**config.mk**
```make
export PLATFORM = sky130hd
export DESIGN_NAME = mem_bus_arbiter
export DESIGN_NICKNAME = d
export VERILOG_FILES = /design/src/rtl/mem_arb_pkg.sv /design/src/rtl/arb_starve_ctr.sv /design/src/rtl/mem_bus_arbiter.sv
export SDC_FILE = /design/constraint.sdc
export NUM_CORES = 1
export LEC_CHECK = 0
export BUFFER_PORTS_ARGS = -buffer_cell sky130_fd_sc_hd__buf_2
export CORE_UTILIZATION = 49
export DETAILED_ROUTE_END_ITERATION = 10
export GPL_ROUTABILITY_DRIVEN = 0
export PLACE_DENSITY = 0.84
export SETUP_SLACK_MARGIN = 0.3
export SYNTH_ARGS = -nofsm -noshare
export SYNTH_HDL_FRONTEND = slang
export SYNTH_SLANG_ARGS = --single-unit
export TNS_END_PERCENT = 10
```
**constraint.sdc**
```tcl
create_clock -name clk -period 4.15 [get_ports clk]
set_input_delay 0.2075 -clock clk [delete_from_list [all_inputs] [get_ports clk]]
set_output_delay 0.2075 -clock clk [all_outputs]
set_load 0.01 [all_outputs]
```
**src/rtl/mem_arb_pkg.sv**
```systemverilog
// Shared types and defaults for the main-memory bus arbiter.
package mem_arb_pkg;

   // Default machine word width (address and data)
   localparam int WORD_W_DEFAULT = 16;

   // Transaction sequencer states
   typedef enum logic [1:0] {
      IDLE  = 2'd0,
      ISSUE = 2'd1,
      WAIT  = 2'd2,
      DONE  = 2'd3
   } arb_state_t;

   // Which requester currently owns the bus
   typedef enum logic {
      OWN_P = 1'b0,
      OWN_S = 1'b1
   } owner_t;

endpackage

```
**src/rtl/arb_starve_ctr.sv**
```systemverilog
// Starvation guard for the memory bus arbiter: counts consecutive primary
// grants made while the secondary is waiting and raises force_s once the
// count reaches LIMIT, so the next arbitration goes to the secondary.
// Only instantiated when MEM_ARB_STARVE_GUARD_EN is defined.
module arb_starve_ctr
   import mem_arb_pkg::*;
#(
   parameter int LIMIT = 4
) (
   input  logic clk,
   input  logic reset,
   input  logic idle,
   input  logic p_grant,
   input  logic s_grant,
   input  logic s_req,
   output logic force_s
);

   localparam logic [3:0] LIMIT_CNT = 4'(LIMIT);

   logic [3:0] cnt_reg;

   // Saturating count of primary wins over a waiting secondary
   always_ff @(posedge clk) begin
      if (reset) begin
         cnt_reg <= '0;
      end else if (s_grant) begin
         cnt_reg <= '0;
      end else if (idle && !s_req) begin
         cnt_reg <= '0;
      end else if (p_grant && s_req && (cnt_reg != LIMIT_CNT)) begin
         cnt_reg <= cnt_reg + 4'd1;
      end
   end

   assign force_s = (cnt_reg == LIMIT_CNT);

endmodule

```
**src/rtl/mem_bus_arbiter.sv**
```systemverilog
// Two-port arbiter for the single main-memory port. Grants one requester at a
// time (primary preferred) and walks each access through ISSUE, the read
// latency wait and a one-cycle DONE. All outputs are registered.
// Optional: define MEM_ARB_STARVE_GUARD_EN to force a secondary grant after
// STARVE_LIMIT consecutive primary wins over a waiting secondary.
module mem_bus_arbiter
   import mem_arb_pkg::*;
#(
   parameter int WORD_W       = WORD_W_DEFAULT,
   parameter int READ_LAT     = 2,
   parameter int STARVE_LIMIT = 4
) (
   input  logic              clk,
   input  logic              reset,
   input  logic              p_req,
   input  logic              p_we,
   input  logic [WORD_W-1:0] p_addr,
   input  logic [WORD_W-1:0] p_wdata,
   input  logic              s_req,
   input  logic              s_we,
   input  logic [WORD_W-1:0] s_addr,
   input  logic [WORD_W-1:0] s_wdata,
   output logic              p_gnt,
   output logic              s_gnt,
   output logic              p_done,
   output logic              s_done,
   output logic [WORD_W-1:0] p_rdata,
   output logic [WORD_W-1:0] s_rdata,
   output logic              mem_en,
   output logic              mem_we,
   output logic [WORD_W-1:0] mem_addr,
   output logic [WORD_W-1:0] mem_wdata,
   input  logic [WORD_W-1:0] mem_rdata,
   output logic              busy
);

   // Reject out-of-range configurations at elaboration
   generate
      if ((READ_LAT < 1) || (READ_LAT > 7) || (STARVE_LIMIT < 1) || (STARVE_LIMIT > 15)) begin : g_bad_param
         $error("mem_bus_arbiter: READ_LAT must be 1..7 and STARVE_LIMIT 1..15");
      end
   endgenerate

   localparam logic [2:0] WAIT_INIT = 3'(READ_LAT - 1);

   arb_state_t state_reg;
   owner_t     owner_reg;
   logic [2:0] wait_cnt_reg;

   logic any_req;
   logic pick_s;
   logic force_s;

   // Arbitration: primary wins unless the starvation guard forces the secondary
   always_comb begin
      any_req = p_req | s_req;
      pick_s  = s_req & (~p_req | force_s);
   end

`ifdef MEM_ARB_STARVE_GUARD_EN
   logic in_idle;
   logic p_grant_ev;
   logic s_grant_ev;

   assign in_idle    = (state_reg == IDLE);
   assign p_grant_ev = in_idle & any_req & ~pick_s;
   assign s_grant_ev = in_idle & pick_s;

   arb_starve_ctr #(
      .LIMIT(STARVE_LIMIT)
   ) u_starve_ctr (
      .clk     (clk),
      .reset   (reset),
      .idle    (in_idle),
      .p_grant (p_grant_ev),
      .s_grant (s_grant_ev),
      .s_req   (s_req),
      .force_s (force_s)
   );
`else
   assign force_s = 1'b0;
`endif

   // Sequencer: the mem_* registers double as the latched request fields,
   // since they are only needed while in ISSUE and must be zero elsewhere
   always_ff @(posedge clk) begin
      if (reset) begin
         state_reg    <= IDLE;
         owner_reg    <= OWN_P;
         wait_cnt_reg <= '0;
         p_gnt        <= 1'b0;
         s_gnt        <= 1'b0;
         p_done       <= 1'b0;
         s_done       <= 1'b0;
         p_rdata      <= '0;
         s_rdata      <= '0;
         mem_en       <= 1'b0;
         mem_we       <= 1'b0;
         mem_addr     <= '0;
         mem_wdata    <= '0;
         busy         <= 1'b0;
      end else begin
         p_done <= 1'b0;
         s_done <= 1'b0;
         case (state_reg)
            IDLE: begin
               if (any_req) begin
                  state_reg <= ISSUE;
                  busy      <= 1'b1;
                  mem_en    <= 1'b1;
                  if (pick_s) begin
                     owner_reg <= OWN_S;
                     s_gnt     <= 1'b1;
                     mem_we    <= s_we;
                     mem_addr  <= s_addr;
                     mem_wdata <= s_wdata;
                  end else begin
                     owner_reg <= OWN_P;
                     p_gnt     <= 1'b1;
                     mem_we    <= p_we;
                     mem_addr  <= p_addr;
                     mem_wdata <= p_wdata;
                  end
               end
            end
            ISSUE: begin
               mem_en    <= 1'b0;
               mem_we    <= 1'b0;
               mem_addr  <= '0;
               mem_wdata <= '0;
               if (mem_we) begin
                  state_reg <= DONE;
                  if (owner_reg == OWN_S) s_done <= 1'b1;
                  else                    p_done <= 1'b1;
               end else begin
                  state_reg    <= WAIT;
                  wait_cnt_reg <= WAIT_INIT;
               end
            end
            WAIT: begin
               if (wait_cnt_reg == 3'd0) begin
                  state_reg <= DONE;
                  if (owner_reg == OWN_S) begin
                     s_rdata <= mem_rdata;
                     s_done  <= 1'b1;
                  end else begin
                     p_rdata <= mem_rdata;
                     p_done  <= 1'b1;
                  end
               end else begin
                  wait_cnt_reg <= wait_cnt_reg - 3'd1;
               end
            end
            DONE: begin
               state_reg <= IDLE;
               p_gnt     <= 1'b0;
               s_gnt     <= 1'b0;
               busy      <= 1'b0;
            end
            default: begin
               state_reg <= IDLE;
            end
         endcase
      end
   end

endmodule

```
Word-level counts from Yosys, hierarchy flattened. Cells that the tools add are included.

Output and inout bits: 71. Bits of input ports: 86. Logic and storage cells: 76. Register bits: 77.

Bitwise logic cells: 4. Muxes and demuxes: 34. $add $sub $neg: 1. Eq/ne operators: 9. Reduce and logical (&&, ||, !) cells: 14.

Operators with widths (count): $mux 16 (4); $pmux 16 s2 (2); $mux 1 (15); $reduce_and 3->1 (5); $pmux 1 s2 (7); $ne 2x2->1 const B (6); $pmux 2 s4 (1); $reduce_and 2->1 (4); $mux 3 (2); $pmux 3 s2 (1); $reduce_bool 2->1 (3); $eq 2x2->1 const B (2); $mux 2 (2); $logic_not 3->1 (1); $sub 3x1->3 const B (1); $eq 2x1->1 const B (1); $logic_not 2->1 (1); $not 1->1 (2); $and 1x1->1 (1); $or 1x1->1 (1).

Longest topological paths before layout. Gate-level depths: netlist of run 1.

Word-level depth: 5. Mapped depth: 9. Depth with buffers taken out: 6.

Worst setup path before layout of run 1. OpenSTA, ideal clock, no wires.

Path type: reg2reg. From: reg state_reg[0]. To: reg mem_addr[0]. Period minus slack after synthesis: 1.707 ns. Setup time: 0.071 ns. Path buffers: 2. Arrival: 1.636 ns. Required time: 4.079 ns. Cell stages (with the launch flop): 8. Slack: 2.443 ns. Cells stage by stage: dfxtp_1 > inv_1 > ha_1 > buf_4 > or2_2 > a21oi_4 > buf_6 > o2bb2ai_1.

Cells in the longest elaborated chain, start to end: 3. Elaborated cells on any way between the ends: 6. Classes of those cells: eq/ne: 2; mux: 1; reduce/logical: 3.

Ends and longest elaborated chain: from (decl) (line mem_bus_arbiter.sv:46) `arb_state_t state_reg;`; from (signal assigned) (line mem_bus_arbiter.sv:88) `state_reg <= IDLE;`; from (signal assigned) (line mem_bus_arbiter.sv:108) `state_reg <= ISSUE;`; from (signal assigned) (line mem_bus_arbiter.sv:132) `state_reg <= DONE;`; $eq 2x1->1 or $logic_not 2->1 (tied branches) (line mem_bus_arbiter.sv:105) `case (state_reg)`; $reduce_bool 2->1 (no line) or $ne 2x2->1 (tied branches); $reduce_and 2->1 (no line); to (signal assigned) (line mem_bus_arbiter.sv:115) `mem_addr <= s_addr;`; to (signal assigned) (line mem_bus_arbiter.sv:121) `mem_addr <= p_addr;`; to (decl) (line mem_bus_arbiter.sv:31) `output logic [WORD_W-1:0] mem_addr,`.

Parallel ways exist; a longest one is shown, timed or not. A chain may end at the register's enable or synchronous reset.

Worst setup path in the final report of run 1.
From: reg state_reg[0]. To: reg mem_addr[3].

The elaborated chain is that of the path after synthesis.

==> impl_metrics.csv, run 1 <==
group,metric,value,unit
status,status,"finished, final reports clean",
sta,fin_crit_sh,58.1,%
yosys,syn-num-nets,427,
routing,num_vias,2947,
yosys,synth_area,0.00309,mm2
clocking,cts.sinks,77,
setup_path,required,4.40,ns
clocking,cts_resized,0,
global_route,antenna_found_initial,0,
setup_path,r2r_slack,1.74,ns
power_and_ir_drop,power_leakage,1.81,nW
setup_path,crit_type,"flip-flop to flip-flop",
floorplanning,placementRows,28,
power_and_ir_drop,switching_share,33.3,%
floorplanning,die_h,81.4,um
yosys,syn_inst,332,
global_route,grt_max_degree,46,
sta,hold_viol,0,
hold_path,min_from,"mem_rdata[10]",
floorplanning,initial_core_util,51.6,%
power_and_ir_drop,power_frac_clock,26.2,%
clocking,clock_path_buffers,2,
cells_and_area,fillers,499,
yosys,ys_warn_count,0,
power_and_ir_drop,ir_drop,0.318,mV
setup_path,critPathMaxStageDelay,0.73,ns
sta,skew,0.00447,ns
floorplanning,dieArea,0.00663,mm2
clocking,cts_buffers,9,
clocking,clock_latency,0.34,ns
routing,post-route-drc-count,0,
routing,viasPerCell,5.36,
power_and_ir_drop,combPwrFrac,30.2,%
floorplanning,die_w,81.4,um
setup_path,end_kind,"flip-flop",
routing,wire_per_inst,14.3,um
setup_path,arrival,2.66,ns
yosys,ys_seq_area_share,49.9,%
power_and_ir_drop,p_total,0.00225,W
yosys,yosysUniqueCellTypes,34,
routing,drt_iter0_markers,169,
cells_and_area,final_cell_mix,"buf_2 (156), dfxtp_1 (77), nand2_1 (67), a21oi_1 (39), a22oi_1 (34)",
place,pre_cts_slack,1.76,ns
clocking,hold_buffers,0,
yosys,avgSynthCellArea,9.31,um2
global_route,grt.total_usage,24.2,%
cells_and_area,fin_cells,550,
routing,antenna_left,0,
place,portBuffers,156,
clocking,htreeDepth,3,
setup_path,r2r-start,"state_reg[0]",
sta,layout_setup_ws,1.74,ns
global_route,grt_pass1_wl,12300,um
clocking,cts_setup_buffers,0,
clocking,cts_tree,"done",
cells_and_area,n_antenna_cell,0,
setup_path,cp_max_fo,33,
yosys,synth_ff_type,"dfxtp_1",
floorplanning,core,0.00599,mm2
routing,routed_wirelength,7840,um
sta,maxSlewViolCount,0,
place,dp_hpwl,5550,um
setup_path,worstReg2RegEnd,"mem_addr[3]",
sta,max_freq,415,MHz
clocking,clockRootBuffer,"clkbuf_8",
cells_and_area,drive_above_1_share,37.1,%
cells_and_area,final_common_cell,"buf_2",
power_and_ir_drop,p_sw,0.000749,W
place,dp_cells,534,
hold_path,hold_depth,3,
yosys,synth_edf_count,0,
setup_path,critPathSlowestCell,"a21oi_4",
sta,whs,0.111,ns
global_route,grt-ovfl-total,0,
hold_path,min_to,"s_rdata[10]",
clocking,clkTransAtPathRegs,0.07,ns
setup_path,crit_start,"state_reg[0]",
cells_and_area,syn_to_final_growth,30.3,%
power_and_ir_drop,cellPowerDensity,559,mW/mm2
cells_and_area,nets,565,
sta,tns,0,ns
setup_path,cp_cell_sequence,"inv_1, ha_1, or3b_1, a21oi_4, o2bb2ai_1",
power_and_ir_drop,p_seq_share,43.6,%
sta,finalSetupViolCount,0,
sta,tightestPinTransition,1.30,ns
global_route,grt_pass1_vias,2782,
flow_run,drv_cap,0,
setup_path,reg2reg_depth,5,
routing,drt_pre_antenna_iters,5,
hold_path,hp-class,"input pin to flip-flop",
yosys,ys_ff_latch,77,
sta,rsz0062_at_grt,"no",
floorplanning,ioPinCount,157,
setup_path,cp-start-kind,"flip-flop",
sta,relSlewSlack,12.7,%
yosys,async_reset_ff_share,0,%
sta,fin_crit,2.41,ns
power_and_ir_drop,internal-power,0.00150,W
## metrics by stage
stage / utilization (%) / area [um2]
floorplan: - / 3090
global placement: 63.8 / 3820
detailed placement: 63.8 / 3820
CTS: 67.3 / 4030
global route: 67.3 / 4030
finish: 67.3 / 4030
## worst max-delay path: cells and delay by family (launching register included)
kind | cells | cell delay [ns]
adders and majority gates | 1 | 0.36
DFF | 1 | 0.38
AOI/OAI and AO/OA | 2 | 0.92
and+or+nand+nor | 1 | 0.51
buffers and inverters | 1 | 0.14
## power groups by stage
| stage | combinational (W) | sequential, W | clock [W] |
|---|---|---|---|
| 2_1_floorplan | 0.000397 | 0.00105 | 0 |
| 3_3_place_gp | 0.000656 | 0.000988 | 0 |
| 3_5_place_dp | 0.000680 | 0.000992 | 0 |
| 4_1_cts | 0.000681 | 0.000980 | 0.000602 |
| 5_1_grt | 0.000749 | 0.000999 | 0.000635 |
| 6_report | 0.000679 | 0.000981 | 0.000591 |
## area by class of cell
type	count	area, um2	share of cell area [%]
clock buffer	11	131	3.26
clock inverter	5	75.1	1.86
inverter	6	22.5	0.559
multi-input combinational	220	1380	34.3
sequential	77	1540	38.3
tap	75	93.8	2.33
timing repair buffer	156	781	19.4
## routing by layer
layer  vias to the layer above  track usage [%]  share of wire [%]
li1                       1466                -                  -
met1                      1365             27.5                 40
met2                       104             42.6                 52
met3                        12             6.67                5.2
met4                         0             10.2                1.9
met5                         -                0                  0
## how the worst max path moves through the flow
stage	to	slack (ns)	cells past startpoint
after floorplan	mem_addr[0]	2.44	7
after global placement	mem_addr[13]	1.89	5
after detailed placement	mem_wdata[12]	1.76	5
after CTS	mem_wdata[5]	1.74	5
after global routing	mem_addr[3]	1.56	5
final	mem_addr[3]	1.74	5
## cells by family (layout without fill, tap and decap cells)
group | Yosys count | count (layout) | share of synthesized area [%]
adders and majority gates | 9 | 9 | 3.64
DFF | 77 | 77 | 49.9
AOI/OAI and AO/OA | 116 | 116 | 26.7
muxes | 3 | 3 | 1.01
and+or+nand+nor | 92 | 92 | 13.4
buffers and inverters | 35 | 178 | 5.46
## cells in the mapped netlist (2+ instances only)
master / n / share of area (%)
nor2_1: 3 / 0.36
ha_1: 9 / 3.6
nand3b_1: 3 / 0.73
dfxtp_1: 77 / 50
nor3_1: 4 / 0.65
nand2_1: 67 / 8.1
inv_1: 6 / 0.73
mux2i_1: 2 / 0.65
buf_6: 3 / 1.1
o2bb2ai_1: 33 / 9.3
or2_2: 3 / 0.61
a211oi_1: 2 / 0.49
a22oi_1: 34 / 8.3
nand2b_1: 3 / 0.61
buf_2: 9 / 1.5
or3b_1: 2 / 0.57
a311oi_1: 2 / 0.57
a21oi_1: 39 / 6.3
o21ai_0: 2 / 0.32
clkbuf_1: 15 / 1.8
(Power assumes the default switching activity.)
==> run 2, diff against run 1 <==
--- a/config.mk
+++ b/config.mk
@@ -6,10 +6,10 @@
 export NUM_CORES = 1
 export LEC_CHECK = 0
 export BUFFER_PORTS_ARGS = -buffer_cell sky130_fd_sc_hd__buf_2
-export CORE_UTILIZATION = 49
+export CORE_UTILIZATION = 41
 export DETAILED_ROUTE_END_ITERATION = 10
 export GPL_ROUTABILITY_DRIVEN = 0
-export PLACE_DENSITY = 0.84
+export PLACE_DENSITY = 0.75
 export SETUP_SLACK_MARGIN = 0.3
 export SYNTH_ARGS = -nofsm -noshare
 export SYNTH_HDL_FRONTEND = slang
==> constraint.sdc (replaced) <==
create_clock -name clk -period 2 [get_ports clk]
set_input_delay 0.1 -clock clk [delete_from_list [all_inputs] [get_ports clk]]
set_output_delay 0.1 -clock clk [all_outputs]
set_load 0.01 [all_outputs]
==> run 2 against run 1 <==
  * Die area is 19% higher
  * Routed wire length up 13%
  * Global-route usage fell by 3.2 points
  * Critical path depth is 1 higher
  * First-iteration DRC count down 21%
  * Sequential power increased by 110%
  * Clock power is 140% higher
  * Critical path type unchanged
  * Highest routed layer unchanged
==> impl_metrics.csv, run 2 (synthesis results as in run 1) <==
group,metric,value,unit
global_route,grt.total_usage,21.1,%
global_route,grt-ovfl-total,0,
floorplanning,dieArea,0.00789,mm2
setup_path,required,2.27,ns
power_and_ir_drop,switching_share,33.0,%
global_route,grt_pass1_wl,12800,um
routing,antenna_left,0,
status,status,"finished, final reports clean",
floorplanning,die_w,88.8,um
floorplanning,ioPinCount,157,
floorplanning,initial_core_util,42.6,%
cells_and_area,syn_to_final_growth,45.6,%
floorplanning,die_h,88.8,um
floorplanning,core,0.00725,mm2
power_and_ir_drop,ir_drop,0.416,mV
setup_path,critPathBufInv,2,
cells_and_area,nets,596,
routing,drt_pre_antenna_iters,4,
hold_path,hold_depth,3,
cells_and_area,drive_above_1_share,40.9,%
clocking,cts_tree,"done",
cells_and_area,fin_cells,605,
hold_path,hp-class,"input pin to flip-flop",
power_and_ir_drop,power_frac_clock,27.2,%
routing,wire_per_inst,14.7,um
sta,relSlewSlack,18.2,%
power_and_ir_drop,power_leakage,2.00,nW
cells_and_area,final_cell_mix,"buf_2 (156), dfxtp_1 (75), nand2_1 (67), a21oi_1 (39), a22oi_1 (34)",
setup_path,worstReg2RegEnd,"mem_wdata[13]",
setup_path,arrival,2.00,ns
hold_path,min_from,"s_addr[9]",
setup_path,cp_cell_sequence,"inv_4, ha_4, or3b_4, a21oi_4, clkbuf_16, o2bb2ai_2",
clocking,clock_latency,0.35,ns
power_and_ir_drop,internal-power,0.00352,W
power_and_ir_drop,combPwrFrac,33.7,%
global_route,grt_max_degree,38,
sta,skew,0.0103,ns
sta,finalSetupViolCount,0,
power_and_ir_drop,p_sw,0.00173,W
place,dp_cells,567,
sta,maxSlewViolCount,0,
flow_run,drv_cap,0,
setup_path,critPathSlowestCell,"or3b_4",
sta,max_freq,578,MHz
global_route,grt_pass1_vias,2896,
setup_path,critPathMaxStageDelay,0.41,ns
cells_and_area,final_common_cell,"buf_2",
setup_path,cp_max_fo,8,
power_and_ir_drop,p_seq_share,39.2,%
setup_path,crit_type,"flip-flop to flip-flop",
power_and_ir_drop,cellPowerDensity,1160,mW/mm2
cells_and_area,n_antenna_cell,0,
sta,hold_viol,0,
clocking,clockRootBuffer,"clkbuf_8",
routing,num_vias,3114,
routing,drt_iter0_markers,133,
global_route,antenna_found_initial,0,
setup_path,r2r-start,"state_reg[1]",
place,portBuffers,156,
routing,viasPerCell,5.15,
sta,tightestPinTransition,1.22,ns
clocking,cts.sinks,77,
hold_path,min_to,"mem_addr[9]",
setup_path,end_kind,"flip-flop",
clocking,htreeDepth,3,
setup_path,cp-start-kind,"flip-flop",
sta,fin_crit_sh,86.5,%
clocking,cts_buffers,9,
place,dp_hpwl,5480,um
sta,fin_crit,1.73,ns
power_and_ir_drop,p_total,0.00525,W
routing,routed_wirelength,8880,um
clocking,clkTransAtPathRegs,0.08,ns
setup_path,r2r_slack,0.27,ns
floorplanning,placementRows,31,
sta,tns,0,ns
clocking,clock_path_buffers,2,
setup_path,cp_top_family,"simple AND/OR/NAND/NOR gates",
sta,rsz0062_at_grt,"yes",
setup_path,reg2reg_depth,6,
routing,post-route-drc-count,0,
-- run 2: cell types whose count changed in the layout (fill, tap and decap cells not counted), sizes merged --
cell / delta
dlygate4sd3: +16
buf: +13
clkbuf: +3
clkinv: -2
bufinv: +1
-- run 2: worst max-delay path by stage --
stage	startpoint	endpoint	slack (ns)	depth (start not counted)
finish	state_reg[1]	mem_wdata[13]	0.27	6
global route	state_reg[1]	mem_wdata[13]	0.21	6
CTS	state_reg[1]	mem_wdata[13]	0.30	6
detailed placement	state_reg[1]	mem_wdata[13]	0.13	6
global placement	state_reg[1]	mem_addr[10]	0.23	6
floorplan	state_reg[1]	mem_addr[0]	0.30	7
-- run 2: layout make-up --
cell class              instances  area [um2]
well taps                      99         124
clock inverters                 4        95.1
multi-input cells             220        1460
clock buffers                  12         145
flip-flops and latches         77        1550
fillers                       620        2750
inverters                       6        27.5
repair buffers                187        1100
-- run 2: per-layer routing --
layer	global-route usage [%]	wire length [um]	up-vias
met5	0	0	-
met3	4.29	342	24
met2	34.8	4570	107
met4	14.7	299	0
li1	-	-	1534
met1	24.5	3670	1449
-- run 2: power by group through the flow --
stage | logic, W | clock network (W) | registers (W)
2_1_floorplan | 0.000824 | 0 | 0.00217
3_3_place_gp | 0.00144 | 0 | 0.00205
3_5_place_dp | 0.00148 | 0 | 0.00206
4_1_cts | 0.00155 | 0.00144 | 0.00203
5_1_grt | 0.00192 | 0.00152 | 0.00210
6_report | 0.00177 | 0.00143 | 0.00206
-- run 2: what timing repair did --
item                                   4_1_cts  5_1_grt
hold buffers                                16        0
setup endpoints to repair                   37       37
pin swaps                                    0        2
buffers inserted                             0        3
gates cloned                                 0        3
endpoints found under the hold margin       29        0
resized for setup                            5       16
-- run 2: worst reg2reg max path, stage by stage, from the launching register on --
cell	delay [ns]
dfxtp_4	0.38
inv_4	0.08
ha_4	0.16
or3b_4	0.41
a21oi_4	0.30
clkbuf_16	0.24
o2bb2ai_2	0.11
-- run 2: stage by stage --
step,cell area (um2),utilization (%),setup slack [ns],hold slack [ns]
after floorplan,3090,-,0.303,0.236
after global placement,3930,54.2,0.227,0.353
after detailed placement,3930,54.2,0.128,0.357
after CTS,4350,60.0,0.295,0.0241
after global routing,4500,62.1,0.213,0.0373
final,4500,62.1,0.270,0.0417
